$ cat src/rtl/demux_latch_1to16.sv
// 1-to-16 demultiplexing latch bank with direct addressed writes and a 16-bit serial scan fill.
// Optional macro DEMUX_DECODE_EN adds the active-low 4-to-16 address decoder output dec_n.
module demux_latch_1to16 #(
  parameter int SCAN_DIR = 0
) (
  input  logic        clk,
  input  logic        rst_n,
  input  logic        g_n,
  input  logic        clr,
  input  logic [3:0]  sel,
  input  logic        d,
  input  logic        wr,
  input  logic        scan_start,
  input  logic        scan_din,
  output logic        busy,
  output logic        done,
  output logic [15:0] y_n
`ifdef DEMUX_DECODE_EN
  ,
  output logic [15:0] dec_n
`endif
);

  typedef enum logic [1:0] {
    S_IDLE  = 2'd0,
    S_SHIFT = 2'd1,
    S_DONE  = 2'd2
  } state_t;

  localparam logic [3:0] CNT_FIRST = (SCAN_DIR != 0) ? 4'd15 : 4'd0;
  localparam logic [3:0] CNT_LAST  = (SCAN_DIR != 0) ? 4'd0  : 4'd15;
  // Adding 4'hF is a modulo-16 decrement, so one adder serves both scan orders.
  localparam logic [3:0] CNT_STEP  = (SCAN_DIR != 0) ? 4'hF  : 4'h1;

  state_t      state_reg, state_next;
  logic [3:0]  cnt_reg, cnt_next;
  logic [15:0] lat_reg, lat_next;

  logic        wr_en;
  logic [3:0]  wr_idx;
  logic        wr_bit;

  always_comb begin
    state_next = state_reg;
    cnt_next   = cnt_reg;
    wr_en      = 1'b0;
    wr_idx     = sel;
    wr_bit     = d;
    if (!g_n) begin
      case (state_reg)
        S_IDLE: begin
          if (scan_start) begin
            state_next = S_SHIFT;
            cnt_next   = CNT_FIRST;
          end else if (wr) begin
            wr_en = 1'b1;
          end
        end
        S_SHIFT: begin
          wr_en  = 1'b1;
          wr_idx = cnt_reg;
          wr_bit = scan_din;
          if (cnt_reg == CNT_LAST) begin
            state_next = S_DONE;
            cnt_next   = 4'd0;
          end else begin
            cnt_next = cnt_reg + CNT_STEP;
          end
        end
        S_DONE: begin
          state_next = S_IDLE;
        end
        default: begin
          state_next = S_IDLE;
          cnt_next   = 4'd0;
        end
      endcase
    end
  end

  // One write port shared by direct writes and the scan sequencer.
  generate
    for (genvar gi = 0; gi < 16; gi++) begin : g_lat_bit
      assign lat_next[gi] = (wr_en && (wr_idx == 4'(gi))) ? wr_bit : lat_reg[gi];
    end
  endgenerate

  always_ff @(posedge clk or negedge rst_n) begin
    if (!rst_n) begin
      state_reg <= S_IDLE;
      cnt_reg   <= 4'd0;
      lat_reg   <= 16'h0000;
    end else if (clr) begin
      state_reg <= S_IDLE;
      cnt_reg   <= 4'd0;
      lat_reg   <= 16'h0000;
    end else begin
      state_reg <= state_next;
      cnt_reg   <= cnt_next;
      lat_reg   <= lat_next;
    end
  end

  assign busy = (state_reg == S_SHIFT);
  // A frozen DONE state must not stretch the pulse across disabled cycles.
  assign done = (state_reg == S_DONE) && !g_n;
  assign y_n  = g_n ? 16'hFFFF : ~lat_reg;

`ifdef DEMUX_DECODE_EN
  assign dec_n = g_n ? 16'hFFFF : ~(16'h0001 << sel);
`endif

endmodule
$ cat config.mk
export PLATFORM = sky130hd
export DESIGN_NAME = demux_latch_1to16
export DESIGN_NICKNAME = d
export VERILOG_FILES = /design/src/rtl/demux_latch_1to16.sv
export SDC_FILE = /design/constraint.sdc
export NUM_CORES = 1
export LEC_CHECK = 0
export BUFFER_PORTS_ARGS = -buffer_cell sky130_fd_sc_hd__buf_2
export CORE_MARGIN = 3
export CORE_UTILIZATION = 53
export DETAILED_ROUTE_END_ITERATION = 12
export PLACE_DENSITY = 0.75
export REMOVE_ABC_BUFFERS = 1
export SYNTH_ARGS = -nofsm -noshare
export SYNTH_HDL_FRONTEND = slang
export SYNTH_SLANG_ARGS = --single-unit
$ cat constraint.sdc
create_clock -name clk -period 3.65 [get_ports clk]
set_input_delay 0.365 -clock clk [delete_from_list [all_inputs] [get_ports clk]]
set_output_delay 0.365 -clock clk [all_outputs]
set_load 0.01 [all_outputs]
### Yosys cells after proc, flatten, opt, wreduce, memory -nomap -nowiden

Cells that the tools add are included.
W data, S select, Z words.

| storage, ports and cells | value |
|---|---|
| flip-flop bits (word level) | 22 |
| input port bits | 12 |
| output and inout port bits | 18 |
| logic and storage cells | 116 |

| operators by class | value |
|---|---|
| add/sub/neg operators | 1 |
| eq/ne operators | 22 |
| muxes and demuxes | 36 |
| bitwise logic cells | 1 |
| reduce and logical (&&, ||, !) cells | 38 |

Operator list:

| kind | number |
|---|---|
| $eq A4 B4 Y1 const B | 9 |
| $mux W16 | 2 |
| $reduce_bool A2 Y1 | 16 |
| $mux W4 | 6 |
| $mux W1 | 21 |
| $logic_and A1 B1 Y1 | 17 |
| $eq A4 B3 Y1 const B | 4 |
| $not A16 Y16 | 1 |
| $pmux W4 S3 | 1 |
| $eq A4 B2 Y1 const B | 2 |
| $mux W2 | 4 |
| $reduce_and A3 Y1 | 2 |
| $add A4 B1 Y4 const B | 1 |
| $eq A4 B1 Y1 const B | 1 |
| $logic_not A4 Y1 | 1 |
| $pmux W2 S2 | 1 |
| $ne A3 B2 Y1 const B | 1 |
| $ne A3 B3 Y1 const B | 1 |
| $eq A2 B1 Y1 const B | 1 |
| $eq A2 B2 Y1 const B | 1 |
| $logic_not A2 Y1 | 1 |
| $ne A2 B1 Y1 const B | 1 |
| $ne A2 B2 Y1 const B | 1 |
| $pmux W1 S2 | 1 |
| $logic_not A1 Y1 | 1 |

### Longest topological paths before layout

Gate-level depths: netlist of run 1.

| depth | value |
|---|---|
| depth after elaboration | 7 |
| gate-level depth with buffers | 6 |
| mapped depth without buffers | 4 |

### Worst setup path after synthesis of run 1

OpenSTA, ideal clock, no wires.

| path | value |
|---|---|
| path type | reg-to-reg |
| start point | register state_reg[1] |
| end point | register lat_reg[10] |
| library setup time | 0.124 ns |
| arrival time | 1.437 ns |
| data required time | 3.526 ns |
| setup slack | 2.090 ns |
| cell stages (with the launch flop) | 7 |
| path buffers | 2 |
| clock period less this slack | 1.560 ns |
| cells stage by stage | dfrtp_1 > buf_2 > nor3b_2 > mux2_4 > nand2_4 > buf_6 > mux2i_1 |

| on the way | value |
|---|---|
| cells in the longest elaborated chain, start to end | 6 |
| elaborated cells between the ends (all ways) | 13 |
| classes of those cells | 2 x eq/ne; 8 x mux; 3 x reduce/logical |

RTL lines:

| what | RTL line | text |
|---|---|---|
| start, declared | 35 | `state_t state_reg, state_next;` |
| start signal, assigned | 98 | `state_reg <= state_next;` |
| $eq A2 B1 Y1 | 50 | `case (state_reg)` |
| $mux W4 | 50 |  |
| $mux W4 | 49 | `if (!g_n) begin` |
| $eq A4 B4 Y1 | 84 | `assign lat_next[gi] = (wr_en && (wr_idx == 4'(gi))) ? wr_bit : lat_reg[gi];` |
| $logic_and A1 B1 Y1 | 84 |  |
| $reduce_bool A2 Y1 (no source line) | - |  |
| end signal, assigned | 100 | `lat_reg <= lat_next;` |
| end, declared | 37 | `logic [15:0] lat_reg, lat_next;` |

Several ways; a longest one is shown, not always the timed one. The select of a mux whose other input is x is not followed.
A chain may end at the register's enable or synchronous reset.

### Worst setup path in the final report of run 1

Ends and elaborated chain as after synthesis.

==> out/results.tsv, run 1 <==
stage	metric	value	unit
outcome	status	complete, but fails checks	
outcome	violations	negative hold slack	
timing	rsz0062_at_grt	no	
clock_tree	clock_latency	0.31	ns
yosys	synth_cell_type_count	39	
drt	postRouteAntennaNets	0	
worst_setup_path	r2r_slack	1.81	ns
worst_setup_path	cp_data_required_time	3.90	ns
worst_hold_path	hold_class	in -> async	
drt	drt_wl_total	3.38	mm
layout	drive_above_1_share	24.6	%
clock_tree	tritoncts	built	
worst_setup_path	critPathMaxStageDelay	0.65	ns
worst_setup_path	worst-path-stages	4	
clock_tree	hold_buffers	0	
drt	post-route-drc-count	0	
layout	largest_reg_flops	16	
clock_tree	root_buffer	clkbuf_4	
drt	vias	1228	
yosys	ys_ff_latch	22	
die	start_util	57.8	%
worst_setup_path	ff2ff_path_depth	4	
yosys	synth_top_area_share	37.1	%
power	p_leak	0.000719	uW
flow_run	cap_violations	0	
yosys	avgSynthCellArea	9.45	sq um
clock_tree	post_cts.repair.setup_buffers	0	
worst_setup_path	cp_slowest_cell	or3b_1	
placed_design	port_buffers	29	
power	ir_drop	0.223	mV
worst_setup_path	path_buf_inv	0	
grt	grt_pass1_vias	1225	
timing	finalSetupViolCount	0	
die	core-area	2570	sq um
drt	viasPerCell	5.77	
timing	fin_crit	1.84	ns
die	die_h	58.9	microns
yosys	yosysMostFrequentCell	nand2_1	
worst_setup_path	worst_setup_path_start_kind	register	
placed_design	dp.final_hpwl	2.45	mm
layout	area_growth	11.9	%
layout	num_antenna_cells	0	
worst_setup_path	critPathMaxFanout	10	
grt	grt.overflow.total	0	
worst_setup_path	crit_start	state_reg[1]$_DFFE_PN0P_	
worst_setup_path	end_kind	register	
power	p_per_area	282	nW/um^2
yosys	synthArstFlopShare	100	%
layout	finalNetCount	197	
yosys	syn_area	1480	sq um
worst_setup_path	worstPathCellList	or3b_1, mux2i_4, nand2_1, mux2i_1	
yosys	syn_inst	157	
timing	hold_viol_final	22	
die	die_w	58.9	microns
timing	hold_slack	-0.0131	ns
timing	worst_pin_slew	0.591	ns
timing	timing.fmax	544	MHz
clock_tree	h-tree-depth	1	
drt	first_pass_iters	4	
power	power	469	uW
timing	fin_skew	0.00321	ns
clock_tree	clk_pin_slew	0.13	ns
yosys	synth_area_leaders	dfrtp_1 37%, mux2i_1 11%, nand2b_1 8.9%, nand2_1 7.8%, mux2i_4 4.6%	
worst_setup_path	critPathKind	reg -> reg	
yosys	synth-edff-count	0	
worst_setup_path	r2r-start	state_reg[1]$_DFFE_PN0P_	
yosys	synth_warnings	0	
placed_design	gp_congestion	0.826	
grt	grt_max_degree	27	
grt	antenna_found_initial	0	
yosys	yosysSeqAreaShare	37.1	%
timing	post-route-period-util	50.3	%
timing	slew_headroom	60.6	%
drt	drt_iter0_markers	76	
worst_setup_path	crit_family	simple AND/OR/NAND/NOR gates	
worst_setup_path	crit_arrival	2.08	ns
die	rows	18	
grt	track_usage	21.4	%
drt	wl_per_cell	15.9	microns
yosys	synth_top_area_cell	dfrtp_1	
timing	final_max_slew_viol_count	0	
clock_tree	cts_resized	0	
die	dieArea	3470	sq um
yosys	synthTopCellsByCount	31 x nand2_1, 22 x dfrtp_1, 21 x nand2b_1, 16 x mux2i_1, 7 x nand3_1	
clock_tree	cts_sinks	22	
clock_tree	clockBufferDepth	2	
timing	final.setup.tns	0	ns
yosys	synthFlopType	dfrtp_1	
clock_tree	cts_buffers	3	
die	io_pins	30	
grt	grt_pass1_wl	5.68	mm
## layout make-up
cell class	count	area, sq um
flip-flops and latches	22	551
inverters	4	15.0
clock buffers	4	36.3
multi-input cells	124	876
well taps	30	37.5
fillers	225	907
repair buffers	29	145
## logic make-up (layout without fill, tap and decap cells)
family                     after synthesis  count (layout)  share of synthesized area (%)
and+or+nand+nor                         82              82                           30.6
DFF                                     22              22                           37.1
AOI/OAI and AO/OA                       21              21                           11.2
muxes                                   20              20                           16.4
buffers and inverters                   11              37                           3.88
adders and majority gates                1               1                          0.843
## cells in the final DEF, fill, tap and decap left out, drive strengths merged, types with 2 or more instances in the layout
cell     n
nand2b  21
buf     29
nor3     2
nand2   32
or4      2
nand3b   4
nor2     4
mux2i   19
dfrtp   22
o22ai    4
or3b     3
clkbuf   4
a21oi    6
nand3    7
nor3b    3
inv      3
o21ai    2
## report_power, final
| group | total (uW) | internal (uW) | switching (uW) | leakage (uW) |
|---|---|---|---|---|
| clock | 142 | 61.0 | 80.8 | 0.0000210 |
| combinational | 75.1 | 29.7 | 45.4 | 0.000392 |
| sequential | 252 | 247 | 4.82 | 0.000306 |
| total | 469 | 338 | 131 | 0.000719 |
## worst paths after layout
kind	endpoint
min	cnt_reg[2]$_DFFE_PN0P_
max reg2reg	lat_reg[10]$_DFFE_PN0P_
min in group clk	state_reg[1]$_DFFE_PN0P_
max in group asynchronous	cnt_reg[1]$_DFFE_PN0P_
max	lat_reg[10]$_DFFE_PN0P_
min reg2reg	lat_reg[2]$_DFFE_PN0P_
## per-stage QoR
| stage | cell area, sq um | worst slack [ns] | util (%) | instances | hold WS [ns] |
|---|---|---|---|---|---|
| finish | 1660 | 1.81 | 64.7 | 213 | -0.0131 |
| global route | 1660 | 1.65 | 64.7 | 213 | 0.0234 |
| CTS | 1660 | 1.80 | 64.7 | 213 | 0.0135 |
| detailed placement | 1620 | 1.63 | 63.3 | 209 | 0.370 |
| global placement | 1620 | 1.69 | 63.3 | 209 | 0.359 |
| floorplan | 1440 | 1.99 | - | 150 | 0.0694 |
## layer usage
metal  track usage (%)  up-vias  wire length (microns)
li1                  -      601                      -
met1              28.3      585                   1510
met2              35.3       38                   1660
met3              3.07        4                    182
met4              8.09        0                     27
met5                 0        -                      0
Note: power is estimated with default switching activity, not from simulation.
==> run 2: changes to the inputs <==
--- a/config.mk
+++ b/config.mk
@@ -5,6 +5,7 @@
 export SDC_FILE = /design/constraint.sdc
 export NUM_CORES = 1
 export LEC_CHECK = 0
+export ABC_AREA = 1
 export BUFFER_PORTS_ARGS = -buffer_cell sky130_fd_sc_hd__buf_2
 export CORE_MARGIN = 3
 export CORE_UTILIZATION = 53
==> constraint.sdc (replaced) <==
create_clock -name clk -period 1.85 [get_ports clk]
set_input_delay 0.185 -clock clk [delete_from_list [all_inputs] [get_ports clk]]
set_output_delay 0.185 -clock clk [all_outputs]
set_load 0.01 [all_outputs]
==> run 2 against run 1 <==
Against the previous run: the run now ends clean; maximum frequency rose by 14%; first-iteration DRC count shrank 62%; setup slack got worse by 1.6 ns; sequential power up 130%; combinational power increased to 7.6 times the previous value; routed wire length shrank 4.5%; via count increased by 15%; largest cell class unchanged; largest power group unchanged.
==> out/results.tsv, run 2 <==
stage	metric	value	unit
placed_design	port_buffers	29	
worst_hold_path	hold_class	in -> reg	
drt	viasPerCell	5.11	
yosys	synth_area_leaders	dfrtp_1 36%, nand2_1 18%, nand3_1 8.8%, o21bai_1 5.9%, nand2_2 5.3%	
clock_tree	h-tree-depth	1	
die	die_h	59.7	microns
placed_design	dp.final_hpwl	2.50	mm
yosys	ys_ff_latch	22	
placed_design	gp_congestion	0.900	
clock_tree	clk_pin_slew	0.12	ns
grt	gr-max-usage-layer	met2	
timing	hold_viol_final	0	
timing	worst_pin_slew	0.498	ns
yosys	synth_cell_type_count	26	
worst_setup_path	worst_setup_path_start_kind	register	
yosys	syn_area	1530	sq um
layout	final_cells	277	
placed_design	placedCellCount	273	
grt	antenna_found_initial	0	
die	die_w	59.7	microns
clock_tree	root_buffer	clkbuf_4	
worst_setup_path	critPathKind	reg -> reg	
worst_setup_path	crit_arrival	1.83	ns
grt	use_met3	2.38	%
timing	final_max_slew_viol_count	0	
timing	timing.fmax	618	MHz
yosys	synthArstFlopShare	100	%
layout	final_common_cell	nand2_1	
drt	postRouteAntennaNets	0	
yosys	synthTopCellsByCount	72 x nand2_1, 27 x nand3_1, 22 x dfrtp_1, 18 x inv_1	
flow_run	cap_violations	0	
die	rows	18	
grt	grt.overflow.total	0	
drt	vias	1415	
yosys	synthFlopType	dfrtp_1	
timing	fin_skew	0.00536	ns
timing	finalSetupViolCount	0	
worst_setup_path	critPathMaxFanout	13	
clock_tree	cts_buffers	3	
timing	rsz0062_at_grt	no	
layout	multi_input_comb_area	846	sq um
yosys	avgSynthCellArea	7.05	sq um
yosys	yosysSeqAreaShare	36.0	%
clock_tree	cts_sinks	22	
power	ir_drop	0.675	mV
worst_setup_path	end_kind	register	
grt	grt_util_met1	27.4	%
clock_tree	clockBufferDepth	2	
yosys	yosysMostFrequentCell	nand2_1	
yosys	synth_top_area_cell	dfrtp_1	
drt	post-route-drc-count	0	
worst_setup_path	crit_start	state_reg[1]$_DFFE_PN0P_	
die	io_pins	30	
layout	register_area	551	sq um
layout	nFillCells	251	
yosys	synth_warnings	0	
yosys	synth_top_area_share	36.0	%
die	core-area	2610	sq um
yosys	synth-edff-count	0	
timing	hold_slack	0.209	ns
clock_tree	clock_latency	0.31	ns
worst_setup_path	cp_data_required_time	2.07	ns
layout	area_growth	12.4	%
worst_setup_path	r2r_slack	0.23	ns
drt	wl_per_cell	11.7	microns
worst_setup_path	critPathCapture	lat_reg[1]$_DFFE_PN0P_	
placed_design	dpl_worst_slack	0.238	ns
timing	final.setup.tns	0	ns
timing	slew_headroom	66.8	%
layout	num_antenna_cells	0	
timing	setup_slack	0.233	ns
timing	fin_crit	1.62	ns
grt	grt_max_degree	23	
worst_setup_path	r2r-start	state_reg[1]$_DFFE_PN0P_	
grt	track_usage	19.8	%
power	p_per_area	790	nW/um^2
layout	final_cell_mix	72 x nand2_1, 29 x buf_2, 27 x nand3_1, 22 x dfrtp_1, 18 x inv_1	
clock_tree	post_cts.repair.setup_buffers	0	
drt	first_pass_iters	4	
layout	drive_above_1_share	25.9	%
yosys	syn_inst	217	
layout	largest_reg_flops	16	
die	dieArea	3570	sq um
grt	grt_pass1_vias	1207	
worst_setup_path	reg2reg_to	lat_reg[1]$_DFFE_PN0P_	
grt	grt_util_met2	32.3	%
grt	grt_pass1_wl	5.38	mm
power	p_leak	0.000867	uW
worst_setup_path	ff2ff_path_depth	8	
die	start_util	58.6	%
outcome	status	completed	
clock_tree	tritoncts	built	
drt	drt_wl_total	3.23	mm
timing	post-route-period-util	87.4	%
drt	drt_iter0_markers	29	
layout	finalNetCount	262	
==> run 2: cell families (layout without fill, tap and decap cells) <==
family | count (synthesis) | in the layout | synth area share, %
compound gates | 21 | 21 | 8.83
xor+xnor | 1 | 1 | 0.572
fa+ha+maj | 1 | 1 | 0.818
buf+inv | 30 | 60 | 8.75
flops | 22 | 22 | 36.0
simple gates | 142 | 142 | 45.1
==> run 2: final cells by class <==
class                           instances  area share, %
Multi-Input combinational cell        165           49.2
Clock buffer                            3           1.31
Sequential cell                        22           32.0
Inverter                               25           5.45
Tap cell                               30           2.18
Timing Repair Buffer                   32           9.89
==> run 2: how the worst min path moves through the flow <==
stage | start | endpoint | slack, ns | cells past startpoint
after global placement | rst_n | lat_reg[1]$_DFFE_PN0P_ | 0.17 | 1
after CTS | clr | lat_reg[0]$_DFFE_PN0P_ | 0.21 | 4
final | clr | lat_reg[0]$_DFFE_PN0P_ | 0.21 | 4
after detailed placement | rst_n | lat_reg[1]$_DFFE_PN0P_ | 0.18 | 1
after floorplan | rst_n | cnt_reg[0]$_DFFE_PN0P_ | -0.11 | 0
after global routing | clr | lat_reg[1]$_DFFE_PN0P_ | 0.22 | 4
==> run 2: repair_timing <==
action / CTS / global route
hold buffers: 1 / 0
resized for setup: 0 / 0
hold endpoints to repair: 22 / 0
==> run 2: per-layer routing <==
| layer | wire length (microns) | vias to the layer above | part of all wire [%] |
|---|---|---|---|
| met3 | 130 | 4 | 4.0 |
| met2 | 1440 | 34 | 45 |
| met5 | 0 | - | 0 |
| met1 | 1620 | 629 | 50 |
| li1 | - | 748 | - |
| met4 | 38 | 0 | 1.2 |
==> run 2: worst max-delay path: stages, from the launching register on <==
cell	delay, ns
dfrtp_1	0.47
inv_2	0.14
nand3_4	0.18
nand2_1	0.23
nand3_1	0.15
nor2_4	0.18
nand2_1	0.07
nand2_1	0.06
nand2_1	0.04
==> run 2: stage by stage <==
stage	cell area [sq um]	power, uW	util [%]
finish	1720	1360	65.9
CTS	1720	1360	65.9
detailed placement	1690	1140	64.6
global route	1720	1460	65.9
global placement	1690	1140	64.6
floorplan	1490	1000	-
==> run 2: where the power goes <==
group          switching [uW]  total, uW  internal, uW
registers                54.3        571           516
clock network             144        220          76.0
logic                     403        569           166
total                     601       1360           758
